===== src/rtl/console_fifo_arb.sv =====
// console_fifo_arb
//
// Multi-channel byte buffer for the console multiplexer. Each input channel
// owns a small synchronous FIFO. A round-robin arbiter drains the FIFOs into
// one registered output stream, and each output word is tagged with its
// source channel.
//
// Optional build macro: CONSOLE_FIFO_LINE_LOCK_EN
//   When defined, the arbiter stays on a channel once it wins. It releases
//   after that channel delivers a newline (low byte 8'h0A) or after the
//   channel stays empty for LOCK_TIMEOUT consecutive cycles. The
//   LOCK_TIMEOUT parameter exists only in that build.
//
// Ports:
//   clk, rst     clock and synchronous active-high reset
//   in_valid     per-channel write request
//   in_data      per-channel write data, channel i at [i*WIDTH +: WIDTH]
//   in_ready     per-channel not-full, decoded from state only
//   out_valid    registered output word valid
//   out_data     registered output word
//   out_chan     registered source channel of out_data
//   out_ready    downstream accepts the current word
//   ch_count     per-channel occupancy, 0..DEPTH, $clog2(DEPTH)+1 bits each
//   ch_overflow  sticky per-channel flag: write attempted while full

module console_fifo_arb #(
    parameter int CHANNELS = 4,
    parameter int DEPTH    = 16,
    parameter int WIDTH    = 8
`ifdef CONSOLE_FIFO_LINE_LOCK_EN
    ,
    parameter int LOCK_TIMEOUT = 255
`endif
) (
    input  logic                                   clk,
    input  logic                                   rst,
    input  logic [CHANNELS-1:0]                    in_valid,
    input  logic [CHANNELS*WIDTH-1:0]              in_data,
    output logic [CHANNELS-1:0]                    in_ready,
    output logic                                   out_valid,
    output logic [WIDTH-1:0]                       out_data,
    output logic [((CHANNELS > 2) ? $clog2(CHANNELS) : 1)-1:0] out_chan,
    input  logic                                   out_ready,
    output logic [CHANNELS*($clog2(DEPTH)+1)-1:0]  ch_count,
    output logic [CHANNELS-1:0]                    ch_overflow
);

    localparam int AW = $clog2(DEPTH);
    localparam int PW = AW + 1;
    localparam int CW = (CHANNELS > 2) ? $clog2(CHANNELS) : 1;

    logic [WIDTH-1:0]    mem    [CHANNELS][DEPTH];
    logic [PW-1:0]       wr_ptr [CHANNELS];
    logic [PW-1:0]       rd_ptr [CHANNELS];
    logic [CHANNELS-1:0] empty;
    logic [CHANNELS-1:0] full;
    logic [CHANNELS-1:0] wr_en;
    logic [CW-1:0]       last_grant;
    logic [CW-1:0]       rr_winner;
    logic                rr_found;
    logic [CW-1:0]       grant_chan;
    logic                grant_valid;
    logic                load;
    logic [WIDTH-1:0]    head_data;

    // Extra pointer MSB separates full from empty, so all DEPTH slots are usable.
    always_comb begin
        empty    = '0;
        full     = '0;
        wr_en    = '0;
        in_ready = '0;
        ch_count = '0;
        for (int i = 0; i < CHANNELS; i++) begin
            empty[i]    = (wr_ptr[i] == rd_ptr[i]);
            full[i]     = (wr_ptr[i][AW-1:0] == rd_ptr[i][AW-1:0]) &&
                          (wr_ptr[i][AW] != rd_ptr[i][AW]);
            in_ready[i] = !full[i];
            wr_en[i]    = in_valid[i] && !full[i];
            ch_count[i*PW +: PW] = wr_ptr[i] - rd_ptr[i];
        end
    end

    // Round-robin search starting one past the previous winner.
    always_comb begin
        rr_found  = 1'b0;
        rr_winner = '0;
        for (int k = 1; k <= CHANNELS; k++) begin
            if (!rr_found && !empty[(int'(last_grant) + k) % CHANNELS]) begin
                rr_found  = 1'b1;
                rr_winner = CW'((int'(last_grant) + k) % CHANNELS);
            end
        end
    end

`ifdef CONSOLE_FIFO_LINE_LOCK_EN
    localparam int IW = ($clog2(LOCK_TIMEOUT + 1) > 8) ? $clog2(LOCK_TIMEOUT + 1) : 8;

    logic          locked;
    logic [CW-1:0] lock_chan;
    logic [IW-1:0] idle_cnt;

    // A locked channel blocks everyone else, even while it has nothing to send.
    assign grant_valid = locked ? !empty[lock_chan] : rr_found;
    assign grant_chan  = locked ? lock_chan : rr_winner;

    always_ff @(posedge clk) begin
        if (rst) begin
            locked    <= 1'b0;
            lock_chan <= '0;
            idle_cnt  <= '0;
        end else if (load) begin
            idle_cnt <= '0;
            if (head_data[7:0] == 8'h0A) begin
                locked <= 1'b0;
            end else begin
                locked    <= 1'b1;
                lock_chan <= grant_chan;
            end
        end else if (locked && empty[lock_chan]) begin
            if (idle_cnt == IW'(LOCK_TIMEOUT - 1)) begin
                locked   <= 1'b0;
                idle_cnt <= '0;
            end else begin
                idle_cnt <= idle_cnt + IW'(1);
            end
        end else begin
            idle_cnt <= '0;
        end
    end
`else
    assign grant_valid = rr_found;
    assign grant_chan  = rr_winner;
`endif

    assign head_data = mem[grant_chan][rd_ptr[grant_chan][AW-1:0]];
    assign load      = grant_valid && (!out_valid || out_ready);

    // Storage has no reset; stale entries are unreachable once pointers clear.
    always_ff @(posedge clk) begin
        if (!rst) begin
            for (int i = 0; i < CHANNELS; i++) begin
                if (wr_en[i]) begin
                    mem[i][wr_ptr[i][AW-1:0]] <= in_data[i*WIDTH +: WIDTH];
                end
            end
        end
    end

    // Pointer and overflow bookkeeping. A read and a write on one channel can
    // happen together.
    always_ff @(posedge clk) begin
        if (rst) begin
            for (int i = 0; i < CHANNELS; i++) begin
                wr_ptr[i] <= '0;
                rd_ptr[i] <= '0;
            end
            ch_overflow <= '0;
        end else begin
            for (int i = 0; i < CHANNELS; i++) begin
                if (wr_en[i]) begin
                    wr_ptr[i] <= wr_ptr[i] + PW'(1);
                end
                if (in_valid[i] && full[i]) begin
                    ch_overflow[i] <= 1'b1;
                end
                if (load && (grant_chan == CW'(i))) begin
                    rd_ptr[i] <= rd_ptr[i] + PW'(1);
                end
            end
        end
    end

    // Single output slot. It refills on the same edge that it hands off, and
    // it stays unchanged while stalled.
    always_ff @(posedge clk) begin
        if (rst) begin
            out_valid  <= 1'b0;
            out_data   <= '0;
            out_chan   <= '0;
            last_grant <= CW'(CHANNELS - 1);
        end else if (load) begin
            out_valid  <= 1'b1;
            out_data   <= head_data;
            out_chan   <= grant_chan;
            last_grant <= grant_chan;
        end else if (out_ready) begin
            out_valid <= 1'b0;
        end
    end

endmodule

===== config.mk =====
export PLATFORM = sky130hd
export DESIGN_NAME = console_fifo_arb
export DESIGN_NICKNAME = d
export VERILOG_FILES = /design/src/rtl/console_fifo_arb.sv
export SDC_FILE = /design/constraint.sdc
export NUM_CORES = 1
export LEC_CHECK = 0
export ABC_AREA = 1
export ABC_CLOCK_PERIOD_IN_PS = 4100
export CAP_MARGIN = 5
export CORE_MARGIN = 5
export CORE_UTILIZATION = 60
export CTS_CLUSTER_DIAMETER = 100
export DETAILED_ROUTE_END_ITERATION = 10
export GPL_TIMING_DRIVEN = 1
export PLACE_DENSITY = 0.83
export SETUP_SLACK_MARGIN = 0.05
export SYNTH_ARGS = -nofsm -noshare
export SYNTH_HDL_FRONTEND = slang
export SYNTH_SLANG_ARGS = --single-unit

===== constraint.sdc =====
create_clock -name clk -period 4.1 [get_ports clk]
set_input_delay 0.615 -clock clk [delete_from_list [all_inputs] [get_ports clk]]
set_output_delay 0.615 -clock clk [all_outputs]
set_load 0.02 [all_outputs]

==> run summary <==
Total Routed Length: 83,240 um
Synth Net Count: 2,762
Synthesized flop and latch total: 569
R2R Path Start: rd_ptr[0][2]
Post-route ant nets: 0
Required @ worst endpoint: 4.62 ns
GRT Total Usage: 32.59%
CTS Buffer Depth: 3
Clock slew at reported path FFs: 0.06 ns
Relative slew slack: 20.92%
Ys flop type: edfxtp_1
Vias per cell: 5.984
Die Y: 222.3 um
Final net count: 2,819
TNS Setup: 0 ns
Die area: 49,400 sq um
Hold buffer count at cts: 0
Clk root buf: clkbuf_16
Cell taking the most area after synthesis: edfxtp_1
Starting Density: 60.87%
Fill cells: 3,258
Final count of hold timing violations: 0
Post-synthesis sequential area ratio: 62.58%
Synth cell types: 37
Worst Skew: 0.01691 ns
Gpl congestion: 0.9557
RSZ-0062 raised after global routing: false
Yosys top cell area share: 61.32%
Slew of the pin with the lowest slew margin: 1.182 ns
GR Overflow Total: 0
Synth area leaders: edfxtp_1 61%, nand2_1 9.4%, nand3_1 7.1%
WL/cell: 24.65 um
Io pins: 78
DRC errors left: 0
Crit path max fanout: 56
Htree depth: 2
Vias in the first global route: 19,780
Setup crit start: rd_ptr[0][2]
First-pass GRT wire length: 120,400 um
Worst hold path type: reg2reg
Post-Syn Area: 27,030 sq um
Die W: 222.3 um
Hold wc startpoint: ch_overflow[3]
Buffers on Ports: 77
Via count: 20,210
CTS Sinks: 569
Max Freq: 0.2541 GHz
Slew Limit Fails: 0
Commonest non-fill, non-tap cell in the layout: nand2_1
Tcrit/Tclk final: 95.98%
Synth async-reset ratio: 0%
Cell Rows: 77
CTS buffer count: 57
Cell count after synthesis: 2,683
Largest net degree at the start of global routing: 99
Clock Latency Late Sink: 0.63 ns
Final setup violation count: 0
Initial antenna violation count: 0
EDFF count, synth: 552
Min Tclk post-route: 3.935 ns
Hpwl dp: 54,280 um
DR iter-0 viols: 2,823
Pre-Repair DR Iteration Count: 6
CTS tree: done
P&R area growth vs syn: 13.03%
Placeable Area: 44,410 sq um
Synth warn: 0
Status: completed
Setup crit end kind: flip-flop
Startpoint types: flip-flop
Syn Area/Cell: 10.08 sq um
Worst EP arrival: 4.46 ns
Share of cells above drive strength 1: 6.463%
Crit path kind: reg2reg
Ant diodes: 0
Max Cap Viol: 0
Most frequent cells in the layout: 676 x nand2_1, 552 x edfxtp_1, 386 x nand3_1, 373 x inv_1, 184 x nand3b_1
[cells by family after synthesis]
family          count (synthesis)  synth area share, %
xor+xnor                       28               0.9349
fa+ha+maj                      40                1.962
simple gates                 1442                24.74
flops                         569                62.58
buf+inv                       517                7.961
compound gates                 87                1.828
[metal layers]
metal	vias up	track usage [%]	share of wire [%]	wire, um
met5	-	0	0	0
met2	1321	52.74	47	39320
met4	0	21.36	8.1	6761
li1	8993	-	-	-
met1	9602	40.72	35	28950
met3	291	5.596	9.9	8205
[cell type report]
cell class / count / area [sq um] / area share (%)
flip-flops and latches: 569 / 16920 / 55.36
multi-input cells: 1597 / 8018 / 26.24
repair buffers: 136 / 1568 / 5.131
clock buffers: 68 / 1510 / 4.942
inverters: 379 / 1424 / 4.660
well taps: 592 / 740.7 / 2.424
clock inverters: 36 / 380.4 / 1.245
[stage by stage]
step / utilization [%] / hold WS [ns] / cell area [sq um] / setup WS [ns] / cells
final: 68.80 / 0.4585 / 30560 / 0.1647 / 3377
after global routing: 68.80 / 0.4826 / 30560 / 0.04908 / 3377
after CTS: 68.42 / 0.4592 / 30390 / 0.1782 / 3369
after detailed placement: 64.16 / 0.4467 / 28500 / 0.1992 / 3265
after global placement: 64.16 / 0.4394 / 28500 / 0.2628 / 3265
after floorplan: - / 0.5264 / 27030 / 1.002 / 2683
[cell usage after synthesis, types with 22 or more instances]
master,instances
nand2_1,677
edfxtp_1,552
nand3_1,386
inv_1,373
nand3b_1,184
nor2_1,165
buf_2,90
o21ai_1,41
ha_1,36
clkbuf_1,23
a21oi_1,22
xor2_1,22
[timing repair]
action / in CTS / in global routing
setup endpoints to repair: 0 / 8
gates resized for setup: 0 / 7
setup buffers: 0 / 4
hold endpoints to repair: 0 / 0
[flip-flops by register name, indices dropped and copies added, names as in the netlist]
signal	cells
ch_overflow	4
last_grant	2
mem	512
out_chan	2
out_data	8
out_valid	1
rd_ptr	20
wr_ptr	20
[final timing paths]
| kind | slack [ns] | to | depth (start not counted) |
|---|---|---|---|
| hold reg to reg | 0.46 | ch_overflow[3] | 2 |
| setup reg to reg | 0.16 | out_data[7] | 23 |
| hold / removal | 0.46 | ch_overflow[3] | 2 |
| setup / recovery | 0.16 | out_data[7] | 23 |
[critical path: stages, from the launching register on]
cell      delay [ns]
edfxtp_1        0.43
inv_1           0.12
ha_1            0.37
nand2_1         0.11
nor2_2          0.24
nand3_1         0.15
nand3_2         0.11
nand2_4         0.10
nor2_8          0.16
nand3_1         0.19
nand2_8         0.18
buf_16          0.25
buf_16          0.27
nand3b_1        0.12
nand3_1         0.16
nand2_1         0.08
nand2_1         0.06
nand3_1         0.06
nand3_1         0.09
nand2_1         0.12
nand2_1         0.10
nand3_1         0.15
nand2_1         0.10
inv_1           0.04
Power is left out: the tool's default activity adds up to more than one toggle a clock period on the data nets, which glitch-free logic cannot reach.
